--- src/rtl/tangram_layer_compositor.sv ---
// tangram_layer_compositor: z-ordered palette mixer of shape hit bits into VGA RGB with raise-to-top and blink
module tangram_layer_compositor #(
  parameter int NUM_LAYERS = 8,
  parameter int COLOR_W = 4,
  parameter int BLINK_DIV = 25_000_000,
  parameter logic [3*COLOR_W-1:0] BG_COLOR = '0
) (
  input  logic                          clk,
  input  logic                          rst,
  input  logic                          vidon,
  input  logic [NUM_LAYERS-1:0]         layer_hit,
  input  logic [NUM_LAYERS-1:0]         sel,
  input  logic                          raise,
  input  logic                          pal_we,
  input  logic [$clog2(NUM_LAYERS)-1:0] pal_addr,
  input  logic [3*COLOR_W-1:0]          pal_data,
  output logic                          busy,
  output logic [COLOR_W-1:0]            red,
  output logic [COLOR_W-1:0]            green,
  output logic [COLOR_W-1:0]            blue
);
  localparam int IW = $clog2(NUM_LAYERS);
  localparam int CW = 3 * COLOR_W;
  localparam int BW = $clog2(BLINK_DIV);
  typedef enum logic {IDLE, SHIFT} state_t;
  state_t state, state_nxt;
  logic [IW-1:0] zord [NUM_LAYERS];
  logic [CW-1:0] pal [NUM_LAYERS];
  logic [IW-1:0] p, pm, sel_idx, sel_pos, top_idx, i1;
  logic [BW-1:0] cnt;
  logic phase, sel_ok, top_hit, v1, h1;
  logic [CW-1:0] color_nxt;
  function automatic logic [CW-1:0] pal_init(input int i);
    logic [2:0] b;
    b = 3'(i % 8);
    return {{COLOR_W{b[2]}}, {COLOR_W{b[1]}}, {COLOR_W{b[0]}}};
  endfunction
  always_comb begin
    sel_ok = sel != '0 && (sel & (sel - NUM_LAYERS'(1))) == '0;
    sel_idx = '0;
    for (int i = 0; i < NUM_LAYERS; i++) if (sel[i]) sel_idx = IW'(i);
    sel_pos = '0;
    for (int k = 0; k < NUM_LAYERS; k++) if (zord[k] == sel_idx) sel_pos = IW'(k);
    top_hit = 1'b0;
    top_idx = '0;
    for (int k = NUM_LAYERS - 1; k >= 0; k--)
      if (layer_hit[zord[k]]) begin
        top_hit = 1'b1;
        top_idx = zord[k];
      end
    pm = p - IW'(1);
    color_nxt = !v1 ? '0 : !h1 ? BG_COLOR :
                (sel_ok && phase && i1 == sel_idx) ? ~pal[i1] : pal[i1];
  end
  always_comb begin
    state_nxt = state;
    if (state == IDLE) state_nxt = (raise && sel_ok && sel_pos != '0) ? SHIFT : IDLE;
    else state_nxt = (p == IW'(1)) ? IDLE : SHIFT;
  end
  assign busy = state == SHIFT;
  always_ff @(posedge clk) begin
    if (rst) begin
      state <= IDLE;
      p <= '0;
      cnt <= '0;
      phase <= 1'b0;
      v1 <= 1'b0;
      h1 <= 1'b0;
      i1 <= '0;
      {red, green, blue} <= '0;
      for (int k = 0; k < NUM_LAYERS; k++) zord[k] <= IW'(NUM_LAYERS - 1 - k);
      for (int i = 0; i < NUM_LAYERS; i++) pal[i] <= pal_init(i);
    end else begin
      state <= state_nxt;
      if (state == IDLE) p <= sel_pos;
      else begin
        zord[p] <= zord[pm];
        zord[pm] <= zord[p];
        p <= pm;
      end
      for (int i = 0; i < NUM_LAYERS; i++) if (pal_we && pal_addr == IW'(i)) pal[i] <= pal_data;
      if (!sel_ok) begin
        cnt <= '0;
        phase <= 1'b0;
      end else if (cnt == BW'(BLINK_DIV - 1)) begin
        cnt <= '0;
        phase <= ~phase;
      end else cnt <= cnt + BW'(1);
      v1 <= vidon;
      h1 <= top_hit;
      i1 <= top_idx;
      {red, green, blue} <= color_nxt;
    end
  end
endmodule

--- config.mk ---
export PLATFORM = sky130hd
export DESIGN_NAME = tangram_layer_compositor
export DESIGN_NICKNAME = d
export VERILOG_FILES = /design/src/rtl/tangram_layer_compositor.sv
export SDC_FILE = /design/constraint.sdc
export NUM_CORES = 1
export LEC_CHECK = 0
export CORE_AREA = 3 3 129 156
export CTS_CLUSTER_DIAMETER = 100
export DETAILED_ROUTE_END_ITERATION = 16
export DIE_AREA = 0 0 132 159
export GPL_ROUTABILITY_DRIVEN = 0
export GPL_TIMING_DRIVEN = 0
export PLACE_DENSITY = 0.74
export SLEW_MARGIN = 20
export SYNTH_ARGS = -nofsm -noshare
export SYNTH_HDL_FRONTEND = slang
export SYNTH_SLANG_ARGS = --single-unit
--- constraint.sdc ---
create_clock -name clk -period 4.9 [get_ports clk]
set_clock_uncertainty 0.2 [all_clocks]
set_input_delay 1.47 -clock clk [delete_from_list [all_inputs] [get_ports clk]]
set_output_delay 1.47 -clock clk [all_outputs]
set_load 0.01 [all_outputs]
==> reports/metrics.cfg, run 1 <==
[setup_path]
start_kind = primary input
reg2reg_depth = 8
cp_data_required_time_ns = 4.98
critPathArrivalTime_ns = 4.16
cp_max_fo = 10
rrSetupSlack_ns = 0.96
endpoint_kind = flop
path_class = in2reg
r2r-start = p[1]
rr_endpoint = zord[0][2]

[yosys]
synth-seq-cells = 167
synth_flop_cell = edfxtp_1
synth-simple-area-share = 0.205
synth_top_family_by_area = simple AND/OR/NAND/NOR gates
synthMuxAreaShare = 0.146
synth_edf_count = 120
synthAdderAreaFrac = 0.00511
synthesis.nets = 887
synth_compound_area_frac = 0.0901
syn_inst = 848
synth-xor-area-share = 0.0282
synth_area_sq_mm = 0.00930
async_flop_share = 0
ys_seq_area_frac = 0.489
yosysUniqueCellTypes = 67
ys.warnings.count = 0
syn_area_per_cell_sq_um = 11.0

[sta]
setup_tns_ns = 0
fmax_mhz = 245
setup_viol = 0
timing.final.crit_share = 0.832
slew_headroom = 0.384
tightest_slew_ns = 0.898
rsz0062_at_grt = false
report.final.slew_viol_count = 0
holdWs_ns = 0.274
finalHoldViolCount = 0
post-route-min-period_ns = 4.08

[global_routing]
grt_max_degree = 18
grt.total_usage = 0.231
grt_pass1_wl_mm = 38.1
overflow = 0
first_global_vias = 7077
antenna_found_initial = 0

[run_status]
status = finished, final reports clean

[power]
max-vdd-ir-drop_mv = 0.326
pwr-share-clk = 0.393
comb_power_share = 0.145
p_sw_w = 0.000932
p_leak_nw = 3.58
intPower_w = 0.00256
power_frac_seq = 0.461
power.total_w = 0.00349
switching_share = 0.267
power_density_mw_per_mm2 = 327

[die]
ios = 49
dieArea_sq_mm = 0.0210
start_util = 0.495
core_sq_mm = 0.0188
placementRows = 55
die_w_um = 132
dieHeight_um = 159

[flow_run]
drv_cap = 0

[layout]
syn_to_final_growth_pct = 14.6
drive_gt1_frac = 0.123
n_antenna_cell = 0
layout.nets = 948
final_cells = 1178

[hold_path]
whs_path_depth = 1
hp-class = reg2reg
hold_start = cnt[0]
whs_endpoint = cnt[0]

[cts]
worstSkewPairLatency_ns = 0.43
cts_resized = 0
cts_hold_buf = 0
h-tree-depth = 4
clock-root-buffer = clkbuf_16
clkTransAtPathRegs_ns = 0.07
cts_buffer_depth = 2
cts-buffers-inserted = 17
cts_tree = yes
postCtsSetupBuffers = 0
cts.sinks = 167

[placement]
numPortBuffers = 42
hpwl_mm = 17.3
placed_cells = 1146

[route]
first_iter_violations = 692
wire_per_inst_um = 20.4
viasPerCell = 6.13
postRouteAntennaNets = 0
wirelength_mm = 24.0
drc = 0
drt_first_pass_iters = 5
vias = 7218

==> worst max path at each step <==
stage / from / endpoint / slack (ns) / cells after the start
after floorplan: sel[5] / busy / 1.49 / 8
after global placement: sel[6] / busy / 0.46 / 9
after detailed placement: sel[6] / busy / 0.46 / 9
after CTS: sel[6] / busy / 0.92 / 9
after global routing: sel[2] / red[3] / 0.68 / 8
final: sel[6] / busy / 0.82 / 9
==> cell usage after synthesis, types with 3 or more instances <==
master    instances  area [sq um]
edfxtp_1        120          3600
nor2_1           85           319
dfxtp_1          47           941
nand2_1          46           173
clkbuf_1         42           158
mux4_2           42           946
mux2i_1          37           370
and2_1           34           213
nor3_1           34           170
nand2b_1         33           206
inv_1            28           105
nand3_1          28           140
o21ai_0          26           130
or3_1            20           125
xor2_1           19           166
nor4_1           16           100
o22ai_1          16           100
a21oi_1          15          75.1
nor3b_1          14           105
a22oi_1          13          97.6
buf_2            11          55.1
xnor2_1          11          96.3
nand4_1          10          62.6
or2_2             9          56.3
nor2b_1           8          50.1
and3_1            6          37.5
or4_1             5          37.5
a221oi_2          4          60.1
a31oi_1           4          25.0
buf_1             4          15.0
mux2_2            4          45.0
o21ai_1           4          20.0
a211oi_1          3          22.5
ha_1              3          37.5
o211ai_1          3          22.5
o221ai_1          3          26.3
o32ai_1           3          26.3
or2_1             3          18.8
==> cell type report <==
| class | instances | area, sq um |
|---|---|---|
| multi-input cells | 595 | 4430 |
| repair buffers | 42 | 420 |
| flip-flops and latches | 167 | 4540 |
| clock buffers | 17 | 425 |
| fillers | 1561 | 8130 |
| clock inverters | 15 | 183 |
| well taps | 256 | 320 |
| inverters | 29 | 109 |
| plain buffers | 57 | 228 |
==> flip-flops by register name (all words and copies together), names as in the netlist <==
name   count
phase      1
blue       4
p          3
pal       96
i1         3
v1         1
zord      24
green      4
red        4
busy       1
h1         1
cnt       25
==> stage by stage <==
stage	utilization	worst slack (ns)	area [sq um]
2_1_floorplan	-	1.49	9300
3_3_place_gp	0.535	0.464	10000
3_5_place_dp	0.535	0.463	10100
4_1_cts	0.567	0.916	10700
5_1_grt	0.567	0.679	10700
6_report	0.567	0.821	10700
==> per-layer routing <==
metal	GRT usage	up-vias	share of wire	wire length, um
li1	-	3305	-	-
met3	0.0436	76	0.063	1510
met1	0.280	3544	0.39	9460
met5	0	-	0	0
met2	0.386	293	0.49	11800
met4	0.135	0	0.051	1230
==> cells by family (layout without fill, tap and decap cells) <==
| kind of cell | Yosys count | in the layout |
|---|---|---|
| xor+xnor | 30 | 30 |
| flops | 167 | 167 |
| simple gates | 360 | 360 |
| buf+inv | 86 | 160 |
| mux | 83 | 83 |
| fa+ha+maj | 4 | 4 |
| compound gates | 118 | 118 |
==> critical path, stage by stage <==
cell and delay [ns]:
clkdlybuf4s50_1 0.62, or2_1 0.23, buf_2 0.24, buf_2 0.24, nor3_1 0.07, nor4_1 0.57
a21oi_1 0.18, nor4b_4 0.39, a311oi_2 0.14
==> power groups by stage <==
| stage | clock network [W] | registers (W) | logic (W) |
|---|---|---|---|
| final | 0.00137 | 0.00161 | 0.000508 |
| after detailed placement | 0 | 0.00164 | 0.000497 |
| after global routing | 0.00146 | 0.00161 | 0.000545 |
| after global placement | 0 | 0.00164 | 0.000489 |
| after CTS | 0.00139 | 0.00161 | 0.000501 |
| after floorplan | 0 | 0.00163 | 0.000341 |
==> layout by cell type, fill, tap and decap left out, types with 16 or more instances in the layout <==
cell type and n:
nand3_1 28, dfxtp_1 47, nand2b_1 33, mux4_2 42, clkbuf_16 17, o22ai_1 16
nor2_1 85, nor3_1 34, clkbuf_1 42, o21ai_0 26, or3_1 20, and2_1 34
mux2i_1 37, inv_1 28, nand2_1 46, edfxtp_1 120, clkdlybuf4s50_1 42, xor2_1 19
No activity file was read; power rests on OpenSTA's default activity.
==> run 2, diff against run 1 <==
==> constraint.sdc (replaced) <==
create_clock -name clk -period 4.2 [get_ports clk]
set_clock_uncertainty 0.2 [all_clocks]
set_input_delay 1.26 -clock clk [delete_from_list [all_inputs] [get_ports clk]]
set_output_delay 1.26 -clock clk [all_outputs]
set_load 0.01 [all_outputs]
==> results of run 2 <==
The final DEF is identical to that of run 1. Status: finished, final reports clean.
Among the figures that moved: setup slack after placement 0.463 ns -> -0.0266 ns; setup slack after layout 0.821 ns -> 0.262 ns; start point of the critical path sel[6] -> p[1]; end point of the critical path busy -> zord[0][2]; register-to-register setup slack 0.96 ns -> 0.26 ns; total power 0.00349 W -> 0.00407 W; worst IR drop on VDD 0.326 mV -> 0.380 mV
==> run 3, diff against run 2 <==
--- a/config.mk
+++ b/config.mk
@@ -6,6 +6,7 @@
 export NUM_CORES = 1
 export LEC_CHECK = 0
 export CORE_AREA = 3 3 129 156
+export CTS_BUF_LIST = sky130_fd_sc_hd__clkbuf_4 sky130_fd_sc_hd__clkbuf_8 sky130_fd_sc_hd__clkbuf_16
 export CTS_CLUSTER_DIAMETER = 100
 export DETAILED_ROUTE_END_ITERATION = 16
 export DIE_AREA = 0 0 132 159
==> results of run 3 <==
The final DEF is identical to that of run 1. Status: finished, final reports clean.
Among the figures that moved: setup slack after placement 0.463 ns -> -0.0266 ns; setup slack after layout 0.821 ns -> 0.262 ns; start point of the critical path sel[6] -> p[1]; end point of the critical path busy -> zord[0][2]; register-to-register setup slack 0.96 ns -> 0.26 ns; total power 0.00349 W -> 0.00407 W; worst IR drop on VDD 0.326 mV -> 0.380 mV
